==> src/rtl/cache_txn_sequencer.sv <==
// Cache transaction sequencer: accepts one CPU or snoop command at a time,
// looks up the addressed line, optionally writes back the victim, issues at
// most one further bus operation and reports the resulting line-state update.
module cache_txn_sequencer #(
    parameter int ADDR_W = 32
) (
    input  logic              clk,
    input  logic              rst,
    input  logic              cmd_valid,
    output logic              cmd_ready,
    input  logic [3:0]        cmd,
    input  logic [ADDR_W-1:0] addr,
    input  logic              hit,
    input  logic [1:0]        hit_state,
    input  logic [1:0]        victim_state,
    input  logic [ADDR_W-1:0] victim_addr,
    output logic              bus_req,
    output logic [2:0]        bus_op,
    output logic [ADDR_W-1:0] bus_addr,
    input  logic              bus_gnt,
    input  logic [1:0]        snp_rslt,
    output logic              upd_valid,
    output logic [1:0]        upd_state,
    output logic              upd_victim,
    output logic              clr_pulse,
    output logic              done,
    output logic              cmd_err
);

    localparam logic [1:0] ST_M = 2'd0;
    localparam logic [1:0] ST_E = 2'd1;
    localparam logic [1:0] ST_S = 2'd2;
    localparam logic [1:0] ST_I = 2'd3;

    localparam logic [2:0] OP_READ  = 3'd0;
    localparam logic [2:0] OP_WRITE = 3'd1;
    localparam logic [2:0] OP_INV   = 3'd2;
    localparam logic [2:0] OP_RWIM  = 3'd3;

    localparam logic [1:0] SNP_NO_HIT = 2'd0;

    localparam logic [ADDR_W-1:0] LINE_MASK = ~ADDR_W'(6'h3f);

    typedef enum logic [2:0] {IDLE, LOOKUP, WB, BUS, FIN} state_t;

    state_t state, state_nxt, look_nxt;

    logic [3:0]        cmd_q;
    logic [ADDR_W-1:0] addr_q;
    logic [ADDR_W-1:0] wb_addr_q;
    logic [2:0]        bus_op_q;
    logic              gap_q;
    logic              upd_q;
    logic [1:0]        upd_state_q;
    logic              upd_victim_q;
    logic              fill_q;
    logic              clr_q;
    logic              err_q;

    logic              present;
    logic              wb_need;
    logic [2:0]        d_op;
    logic              d_upd;
    logic [1:0]        d_ust;
    logic              d_uvic;
    logic              d_fill;
    logic              d_clr;
    logic              d_err;

    // Registers the accepted command and, at the end of LOOKUP, everything the
    // later phases need, so the array and victim inputs are only trusted for
    // that one cycle. gap_q holds bus_req low for the cycle after a writeback
    // grant; a read fill takes its final state from the snoop result seen with
    // the grant of its READ.
    always_ff @(posedge clk) begin
        if (rst) begin
            state        <= IDLE;
            cmd_q        <= '0;
            addr_q       <= '0;
            wb_addr_q    <= '0;
            bus_op_q     <= '0;
            gap_q        <= 1'b0;
            upd_q        <= 1'b0;
            upd_state_q  <= '0;
            upd_victim_q <= 1'b0;
            fill_q       <= 1'b0;
            clr_q        <= 1'b0;
            err_q        <= 1'b0;
        end else begin
            state <= state_nxt;
            case (state)
                IDLE: begin
                    if (cmd_valid) begin
                        cmd_q  <= cmd;
                        addr_q <= addr & LINE_MASK;
                    end
                end
                LOOKUP: begin
                    wb_addr_q    <= victim_addr & LINE_MASK;
                    bus_op_q     <= d_op;
                    gap_q        <= 1'b0;
                    upd_q        <= d_upd;
                    upd_state_q  <= d_ust;
                    upd_victim_q <= d_uvic;
                    fill_q       <= d_fill;
                    clr_q        <= d_clr;
                    err_q        <= d_err;
                end
                WB: begin
                    if (bus_gnt) begin
                        gap_q <= 1'b1;
                    end
                end
                BUS: begin
                    gap_q <= 1'b0;
                    if (!gap_q && bus_gnt && fill_q) begin
                        upd_state_q <= (snp_rslt == SNP_NO_HIT) ? ST_E : ST_S;
                    end
                end
                default: begin
                end
            endcase
        end
    end

    // Decides what the looked-up command needs (writeback, bus op, update),
    // steps the state machine and drives the outputs, which depend only on the
    // current state and the registered decisions.
    always_comb begin
        state_nxt  = state;
        look_nxt   = FIN;
        d_op       = OP_READ;
        d_upd      = 1'b0;
        d_ust      = ST_M;
        d_uvic     = 1'b0;
        d_fill     = 1'b0;
        d_clr      = 1'b0;
        d_err      = 1'b0;
        present    = hit && (hit_state != ST_I);
        wb_need    = (victim_state == ST_M);
        cmd_ready  = 1'b0;
        bus_req    = 1'b0;
        bus_op     = '0;
        bus_addr   = '0;
        upd_valid  = 1'b0;
        upd_state  = '0;
        upd_victim = 1'b0;
        clr_pulse  = 1'b0;
        done       = 1'b0;
        cmd_err    = 1'b0;

        case (cmd_q)
            4'd0, 4'd2: begin
                if (!present) begin
                    d_op     = OP_READ;
                    d_upd    = 1'b1;
                    d_uvic   = 1'b1;
                    d_fill   = 1'b1;
                    d_ust    = ST_E;
                    look_nxt = wb_need ? WB : BUS;
                end
            end
            4'd1: begin
                d_upd = 1'b1;
                if (!present) begin
                    d_op     = OP_RWIM;
                    d_uvic   = 1'b1;
                    look_nxt = wb_need ? WB : BUS;
                end else if (hit_state == ST_S) begin
                    d_op     = OP_INV;
                    look_nxt = BUS;
                end
            end
            4'd3: begin
                if (present) begin
                    d_upd = 1'b1;
                    d_ust = ST_I;
                end
            end
            4'd4, 4'd6: begin
                if (present) begin
                    d_upd = 1'b1;
                    d_ust = (cmd_q == 4'd4) ? ST_S : ST_I;
                    if (hit_state == ST_M) begin
                        d_op     = OP_WRITE;
                        look_nxt = BUS;
                    end
                end
            end
            4'd5, 4'd9: begin
            end
            4'd8: d_clr = 1'b1;
            default: d_err = 1'b1;
        endcase

        case (state)
            IDLE: begin
                cmd_ready = 1'b1;
                if (cmd_valid) state_nxt = LOOKUP;
            end
            LOOKUP: state_nxt = look_nxt;
            WB: begin
                bus_req  = 1'b1;
                bus_op   = OP_WRITE;
                bus_addr = wb_addr_q;
                if (bus_gnt) state_nxt = BUS;
            end
            BUS: begin
                if (!gap_q) begin
                    bus_req  = 1'b1;
                    bus_op   = bus_op_q;
                    bus_addr = addr_q;
                    if (bus_gnt) state_nxt = FIN;
                end
            end
            FIN: begin
                done       = 1'b1;
                upd_valid  = upd_q;
                upd_state  = upd_q ? upd_state_q : 2'd0;
                upd_victim = upd_q && upd_victim_q;
                clr_pulse  = clr_q;
                cmd_err    = err_q;
                state_nxt  = IDLE;
            end
            default: state_nxt = IDLE;
        endcase
    end

endmodule

==> config.mk <==
export PLATFORM = sky130hd
export DESIGN_NAME = cache_txn_sequencer
export DESIGN_NICKNAME = d
export VERILOG_FILES = /design/src/rtl/cache_txn_sequencer.sv
export SDC_FILE = /design/constraint.sdc
export NUM_CORES = 1
export LEC_CHECK = 0
export BUFFER_PORTS_ARGS = -buffer_cell sky130_fd_sc_hd__buf_2
export CAP_MARGIN = 20
export CORE_MARGIN = 4
export CORE_UTILIZATION = 25
export CTS_BUF_LIST = sky130_fd_sc_hd__clkbuf_2 sky130_fd_sc_hd__clkbuf_4 sky130_fd_sc_hd__clkbuf_8
export CTS_CLUSTER_SIZE = 25
export DETAILED_ROUTE_END_ITERATION = 8
export SLEW_MARGIN = 10
export SYNTH_ARGS = -nofsm -noshare
export SYNTH_HDL_FRONTEND = slang
export SYNTH_SLANG_ARGS = --single-unit
==> constraint.sdc <==
create_clock -name clk -period 2 [get_ports clk]
set_input_delay 0.4 -clock clk [delete_from_list [all_inputs] [get_ports clk]]
set_output_delay 0.4 -clock clk [all_outputs]
set_load 0.02 [all_outputs]
* Word level (Yosys, flattened, before mapping)
Cells that the tools add are included.
W data, S select, Z words.
** Word-level totals
- Register bits after elaboration :: 70
- Logic and storage cells :: 101
- Input bits :: 79
- Output and inout port bits :: 44
** Cells by class
- Mux-type cells :: 48
- Equal/unequal tests :: 19
- Reduce and logical (&&, ||, !) cells :: 22
** Operator list (number)
- $pmux W32 S2 :: 1
- $mux W32 :: 1
- $mux W3 :: 10
- $mux W1 :: 19
- $mux W2 :: 8
- $eq A4 B3 Y1 const B :: 3
- $ne A2 B2 Y1 const B :: 6
- $pmux W3 S4 :: 1
- $pmux W3 S3 :: 1
- $reduce_or A9 Y1 :: 1
- $eq A4 B2 Y1 const B :: 2
- $eq A4 B4 Y1 const B :: 2
- $pmux W2 S2 :: 2
- $eq A3 B2 Y1 const B :: 2
- $logic_not A2 Y1 :: 3
- $pmux W2 S3 :: 1
- $pmux W3 S2 :: 1
- $reduce_and A2 Y1 :: 3
- $reduce_or A2 Y1 :: 3
- $reduce_or A3 Y1 :: 2
- $eq A4 B1 Y1 const B :: 1
- $logic_and A1 B1 Y1 :: 4
- $logic_not A4 Y1 :: 1
- $pmux W1 S2 :: 2
- other kinds (8) :: 9

* Logic depth before layout (Yosys ltp)
Gate-level depths: netlist of run 1.
- Word-level depth :: 5
- Gate-level depth with buffers :: 6
- Mapped depth without buffers :: 4

* Least setup slack after synthesis of run 1
No wires, ideal clock.
- Kind :: register to output
- Start :: register state[1]
- End :: output port bus_addr[10]
- Arrival time :: 1447 ps
- Cell stages (with the launch flop) :: 7
- Slack :: 153 ps
- Path buffers :: 2
- Data required time :: 1600 ps
- Cell sequence :: dfxtp_1 > buf_6 > nor2b_1 > nand2_1 > nor2_2 > buf_2 > a22o_1
** On the way
- Cells in the longest elaborated chain, start to end :: 2
** RTL lines
- from (decl) :: RTL line 46 : state_t state, state_nxt, look_nxt;
- from (signal assigned) :: RTL line 90 : state <= state_nxt;
- $eq A3 B2 Y1 :: RTL line 196 : case (state)
- $pmux W32 S2 * :: RTL line 196
- to (decl) :: RTL line 19 : output logic [ADDR_W-1:0] bus_addr,
Every way passes the cells marked *; elsewhere a longest branch is shown, timed or not.

* Worst setup path in the final report of run 1
- Start :: register state[1]
- End :: output port bus_addr[6]
The elaborated chain is that of the path after synthesis.

==> results of run 1 <==
-- report_power, final --
group | switching (W) | leakage, nW | internal [W]
Combinational | 0.000463 | 1.17 | 0.000319
Sequential | 0.0000903 | 0.566 | 0.00151
Clock | 0.000525 | 0.109 | 0.000741
-- area by class of cell --
cell class              count  area (sq um)  area share, %
inverters                   4          15.0          0.341
clock buffers              11           145           3.30
well taps                 168           210           4.78
clock inverters             4          72.6           1.65
multi-input cells         296          1570           35.8
repair buffers            133           992           22.6
flip-flops and latches     69          1390           31.6
-- logic make-up (layout without fill, tap and decap cells) --
logic type / after synthesis / count (layout) / synth area share (%)
muxes: 1 / 1 / 0.362
and+or+nand+nor: 174 / 174 / 24.5
AOI/OAI and AO/OA: 114 / 114 / 23.4
buffers and inverters: 43 / 152 / 7.12
other: 1 / 7 / 0.121
DFF: 69 / 69 / 44.4
-- critical path: cells and delay by family, from the launching register on --
family          cells  cell delay, ns
buf+inv             3            0.40
flops               1            0.33
compound gates      1            0.24
simple gates        3            0.26
-- placed cells by master (no fill, tap or decap), types with 6 or more instances in the layout --
cell type,instances
nand2_1,122
buf_2,75
nor3_1,12
a21oi_1,62
dfxtp_1,66
conb_1,7
buf_6,35
clkbuf_8,10
nor2_1,8
a22o_1,26
o21ai_0,6
buf_4,19
-- worst min path at each step --
| stage | from | end | slack [ns] | depth (start not counted) |
|---|---|---|---|---|
| 6_report | addr[21] | addr_q[21] | 0.27 | 3 |
| 5_1_grt | victim_addr[9] | wb_addr_q[9] | 0.26 | 3 |
| 4_1_cts | addr[11] | addr_q[11] | 0.25 | 3 |
| 3_5_place_dp | upd_victim_q | upd_victim_q | 0.45 | 2 |
| 3_3_place_gp | clr_q | clr_q | 0.44 | 2 |
| 2_1_floorplan | clr_q | clr_q | 0.43 | 2 |
-- registers in the layout (all words and copies together) (netlist names) --
signal	cells
clr_q	1
fill_q	1
err_q	1
upd_state_q	2
bus_op_q	2
cmd_q	4
addr_q	26
upd_victim_q	1
state	3
gap_q	1
wb_addr_q	26
upd_q	1
-- per-layer routing --
| metal | wire length [microns] | vias to the layer above | global-route usage, % |
|---|---|---|---|
| li1 | - | 1585 | - |
| met1 | 4590 | 1522 | 17.3 |
| met2 | 4920 | 94 | 22.4 |
| met3 | 474 | 13 | 3.06 |
| met4 | 182 | 0 | 6.80 |
| met5 | 0 | - | 0 |
-- metrics by stage --
step	power [W]	hold slack, ns	utilization [%]	cell area (sq um)	TNS, ns
2_1_floorplan	0.00207	0.427	-	3130	0
3_3_place_gp	0.00230	0.439	31.2	3780	0
3_5_place_dp	0.00232	0.446	31.2	3780	0
4_1_cts	0.00365	0.248	35.5	4300	-0.458
5_1_grt	0.00384	0.265	36.3	4400	-1.21
6_report	0.00364	0.267	36.3	4400	-0.0315
-- repair_timing --
item,4_1_cts,5_1_grt
cloned,4,1
setup buffers,4,4
setup endpoints to repair,30,31
pin swaps,11,14
resized for setup,75,12
==> summary.md, run 1 <==
| Metric | Value |
|---|---|
| Initial antenna violation count | `0` |
| H-tree depth | `3` |
| Most common flop cell mapped by yosys | `dfxtp_1` |
| Layout fillers | `about 1300` |
| Crit Reg-Reg Startpoint | `state[2]` |
| RSZ-0062 raised after global routing | `true` |
| CTS buffer count | `9` |
| First-pass GRT wire length | `15.4 mm` |
| CP Launch Point | `state[1]` |
| DRC viols | `0` |
| EDFF count, synth | `0` |
| Status | `complete, but fails checks` |
| R2r setup slk | `0.34 ns` |
| Largest net degree at the start of global routing | `32` |
| Clock transition at the registers of the reported paths | `about 0.08 ns` |
| Failing checks | `setup timing` |
| Top cells by area, synth | `dfxtp_1 (44%), nand2_1 (15%), a21oi_1 (10%), a22o_1 (7.3%), clkbuf_1 (2.4%)` |
| Core Area | `0.0121 sq mm` |
| PD cells | `829 mW/mm^2` |
| # setup viols final | `7` |
| Clock Path Buffers | `2` |
| Yosys reg bits | `69` |
| Final Max Tran Viols | `0` |
| Startpoint types | `register` |
| I/O pin count | `123` |
| Worst min path class | `primary input to register` |
| Placed Cells | `between 600 and 700` |
| Final std cells w/o fill | `685` |
| Post-Route WL | `approximately 10 mm` |
| Grt ovf | `0` |
| Mean post-synth cell area | `7.73 sq um` |
| Critical Path Fanout Max | `6` |
| R2R depth | `5` |
| Slowest cell delay on critical path | `0.33 ns` |
| Critical setup path kind | `register to output pin` |
| Area leader, netlist | `dfxtp_1` |
| Final Cycle Share | `101%` |
| Via/cell ratio | `around 4.7` |
| Starting DRC count in detailed routing | `130` |
| Diodes inserted | `0` |
| Die ar. | `0.0143 sq mm` |
| Layout area overhead | `41.4%` |
| VDD IR max | `0.458 mV` |
| Crit. End Element | `output pin` |
| IO buf count | `103` |
| Setup WS post-layout | `-0.0129 ns` |
| CP max stage cell | `dfxtp_2` |
| Hold Fails Final Rpt | `0` |
| Initial Util | `25.7%` |
| GRT Total Usage | `13.8%` |
| MaxCap Viol Count | `0` |
| Setup Skew | `0.0120 ns` |
| Most common cell in the netlist | `nand2_1` |
| Share of post-route cells with drive strength above 1 | `31.7%` |
| Placer Congestion | `around 0.86` |
| DIE WIDTH | `120 microns` |
| Antenna viol nets, final | `0` |
| Leak pwr | `1.84 nW` |
| Synth cell count leaders | `nand2_1 (123), dfxtp_1 (69), a21oi_1 (63), a22o_1 (26), clkbuf_1 (20)` |
| Drt pass-1 iters | `4` |
| Rows | `40` |
| Yosys warns | `0` |
| Vias | `3214` |
| Vias in the first global route | `3063` |
| Post-DP HPWL | `approximately 6.7 mm` |
| CP Cell Sequence | `nor2b_4, nand2_2, nor2_4, buf_12, buf_8, a22o_1, buf_6` |
| CTS tree | `done` |
| Final-stage net count | `slightly below 600` |
| Async SR Flop Fraction | `0%` |
| Sequential fraction of the synthesis area | `44.4%` |
| Clk Latency, worst-skew pair | `0.36 ns` |
| Drt wl/cell | `14.8 microns` |
| Die extent in y | `about 120 microns` |
| TritonCTS Sinks | `a little under 70` |
| Required time of the critical path | `around 1.6 ns` |
| Mapped cell area | `0.00311 sq mm` |
| Reg2reg end | `upd_q` |
| Synth unique cells | `43` |
| CTS root buf | `clkbuf_8` |
| Maximum clock frequency | `497 MHz` |
| Mapped Cells | `about 400` |
| Arr. time, crit path | `1.61 ns` |
| CP Capture Point | `bus_addr[6]` |
| Top cell type's share of synthesized area | `44.4%` |
| Min cycle time layout | `~2 ns` |
| Hold Buf Count CTS | `0` |
| Dpl ws | `0.182 ns` |
Power figures use the tool's default switching activity.
==> run 2: changes to the inputs <==
--- a/config.mk
+++ b/config.mk
@@ -7,6 +7,7 @@
 export LEC_CHECK = 0
 export BUFFER_PORTS_ARGS = -buffer_cell sky130_fd_sc_hd__buf_2
 export CAP_MARGIN = 20
+export CORE_ASPECT_RATIO = 1.2
 export CORE_MARGIN = 4
 export CORE_UTILIZATION = 25
 export CTS_BUF_LIST = sky130_fd_sc_hd__clkbuf_2 sky130_fd_sc_hd__clkbuf_4 sky130_fd_sc_hd__clkbuf_8
==> run 2 against run 1 <==
Count of clock-buffer cells in the layout decreased by 1. Fmax decreased by 0.20%. Hold slack better by 0.015 ns. The run still ends with setup timing left. Routed wire length fell by 0.95%. Critical path type unchanged. Non-clock buffer count is 8 lower. Clock skew down 0.0066 ns. Sequential cell count is the same.
==> summary.md, run 2 (synthesized netlist as in run 1, its figures left out) <==
| Metric | Value |
|---|---|
| DIE WIDTH | `110 microns (-8.1%)` |
| Via/cell ratio | `4.68 (-0.36%)` |
| Required time of the critical path | `1.60 ns (about the same)` |
| Met1 usage | `17.0% (-0.26 points)` |
| Vias | `3137 (-2.4%)` |
| Maximum clock frequency | `496 MHz (-0.20%)` |
| Worst min path class | `primary input to register` |
| Drt wl/cell | `15.0 microns (+1.1%)` |
| First-pass GRT wire length | `15.4 mm (-0.54%)` |
| Clk Latency, worst-skew pair | `0.34 ns (-0.02 ns)` |
| Starting DRC count in detailed routing | `110 (-15%)` |
| Clock Path Buffers | `2 (unchanged)` |
| Status | `complete, but fails checks` |
| Critical Path Fanout Max | `27 (+21)` |
| Met3 global-route usage | `3.71% (+0.65 points)` |
| RSZ-0062 raised after global routing | `true` |
| Global route hottest layer | `met2` |
| Vias in the first global route | `3060 (-0.098%)` |
| Diodes inserted | `0 (unchanged)` |
| I/O pin count | `123 (unchanged)` |
| IO buf count | `103 (unchanged)` |
| Grt ovf | `0 (unchanged)` |
| CTS buffer count | `9 (unchanged)` |
| Met2 Use GR | `23.7% (+1.3 points)` |
| Drt pass-1 iters | `4 (unchanged)` |
| Post-DP HPWL | `6.46 mm (-3.9%)` |
| DRC viols | `0 (unchanged)` |
| GRT Total Usage | `13.9% (+0.12 points)` |
| VDD IR max | `0.351 mV (-23%)` |
| Final Max Tran Viols | `0 (unchanged)` |
| Critical setup path kind | `register to output pin` |
| Initial Util | `25.6% (-0.12 points)` |
| MaxCap Viol Count | `0 (unchanged)` |
| Layout fillers | `1274 (-1.5%)` |
| Startpoint types | `register` |
| # setup viols final | `3 (-4)` |
| CTS tree | `done` |
| Die extent in y | `130 microns (+8.9%)` |
| Core Area | `0.0122 sq mm (+0.45%)` |
| H-tree depth | `3 (unchanged)` |
| Clock transition at the registers of the reported paths | `0.08 ns (about the same)` |
| Leak pwr | `1.84 nW (about the same)` |
| Arr. time, crit path | `1.62 ns (about the same)` |
| Top Registers | `addr_q x26, wb_addr_q x26, cmd_q x4` |
| Antenna viol nets, final | `0 (unchanged)` |
| Layout area overhead | `40.8%` |
| Die ar. | `0.0143 sq mm (about the same)` |
| Final Cycle Share | `101% (+0.20 points)` |
| PD cells | `885 mW/mm^2 (+6.7%)` |
| CTS root buf | `clkbuf_8` |
| Min cycle time layout | `2.02 ns (+0.00400 ns)` |
| Setup Skew | `0.00542 ns (-0.00661 ns)` |
| Placer Congestion | `0.806 (-6.1%)` |
| Failing checks | `setup timing` |
| Share of post-route cells with drive strength above 1 | `30.6% (-1.1 points)` |
| Final-stage net count | `584 (-1.4%)` |
| Initial antenna violation count | `1 (+1)` |
| Hold Fails Final Rpt | `0 (unchanged)` |
| Most frequent cells in the layout | `nand2_1 (122), buf_2 (75), dfxtp_1 (66), a21oi_1 (63), buf_6 (29)` |
| Most common library cell in the layout ignoring fill and taps | `nand2_1` |
| Setup TNS | `-0.0315 ns (-0.00000750 ns)` |
| Post-Route WL | `10.1 mm (-0.95%)` |
| Total chip power | `0.00387 W (+6.3%)` |
| Setup WS post-layout | `-0.0169 ns (-0.00400 ns)` |
| TritonCTS Sinks | `69 (unchanged)` |
| Rows | `44 (+10%)` |
| Largest net degree at the start of global routing | `31 (-3.1%)` |
| Crit. End Element | `output pin` |
run 2: layer usage:
layer  part of all wire (%)  up-vias
met4                   0.98        2
met1                     45     1472
met2                     49       87
met5                  0.070        -
met3                    5.4        9
li1                       -     1567
run 2: area by class of cell:
| type | instances | area, sq um | area share, % |
|---|---|---|---|
| Sequential cell | 69 | 1390 | 31.7 |
| Multi-Input combinational cell | 296 | 1560 | 35.7 |
| Clock buffer | 10 | 138 | 3.14 |
| Timing Repair Buffer | 125 | 942 | 21.5 |
| Inverter | 4 | 15.0 | 0.343 |
| Tap cell | 161 | 201 | 4.60 |
| Clock inverter | 6 | 134 | 3.06 |
run 2: power by group:
part	internal [W]	switching (W)	leakage, nW
clock	0.000989	0.000551	0.136
combinational	0.000292	0.000451	1.14
sequential	0.00151	0.0000850	0.566
run 2: path summary, 6_finish.rpt:
path	to	slack (ns)	startpoint	depth (start not counted)
setup / recovery	bus_addr[20]	-0.02	state[1]	6
hold / removal	addr_q[25]	0.28	addr[25]	3
setup reg to reg	upd_q	0.32	state[1]	5
hold reg to reg	clr_q	0.45	clr_q	2
run 2: metrics by stage:
step	instance area [sq um]	hold WS [ns]	util, %	setup slack (ns)	instances
after CTS	4340	0.260	35.6	-0.0345	670
after floorplan	3130	0.427	-	0.153	408
after detailed placement	3780	0.440	31.0	0.220	647
final	4380	0.282	36.0	-0.0169	671
after global routing	4380	0.267	36.0	-0.0926	671
after global placement	3780	0.438	31.0	0.247	647
run 2: repair_timing:
action / 4_1_cts / 5_1_grt
cloned: 2 / 1
gates resized for setup: 66 / 4
endpoints found under the setup margin: 29 / 28
setup buffers: 5 / 0
pin swaps: 19 / 5
hold buffers: 0 / 0
run 2: worst max-delay path, cell delays in order (launching register included):
cell,delay [ns]
dfxtp_2,0.33
buf_4,0.15
nand2b_1,0.09
nor2_2,0.14
buf_12,0.21
a22o_1,0.20
buf_6,0.13
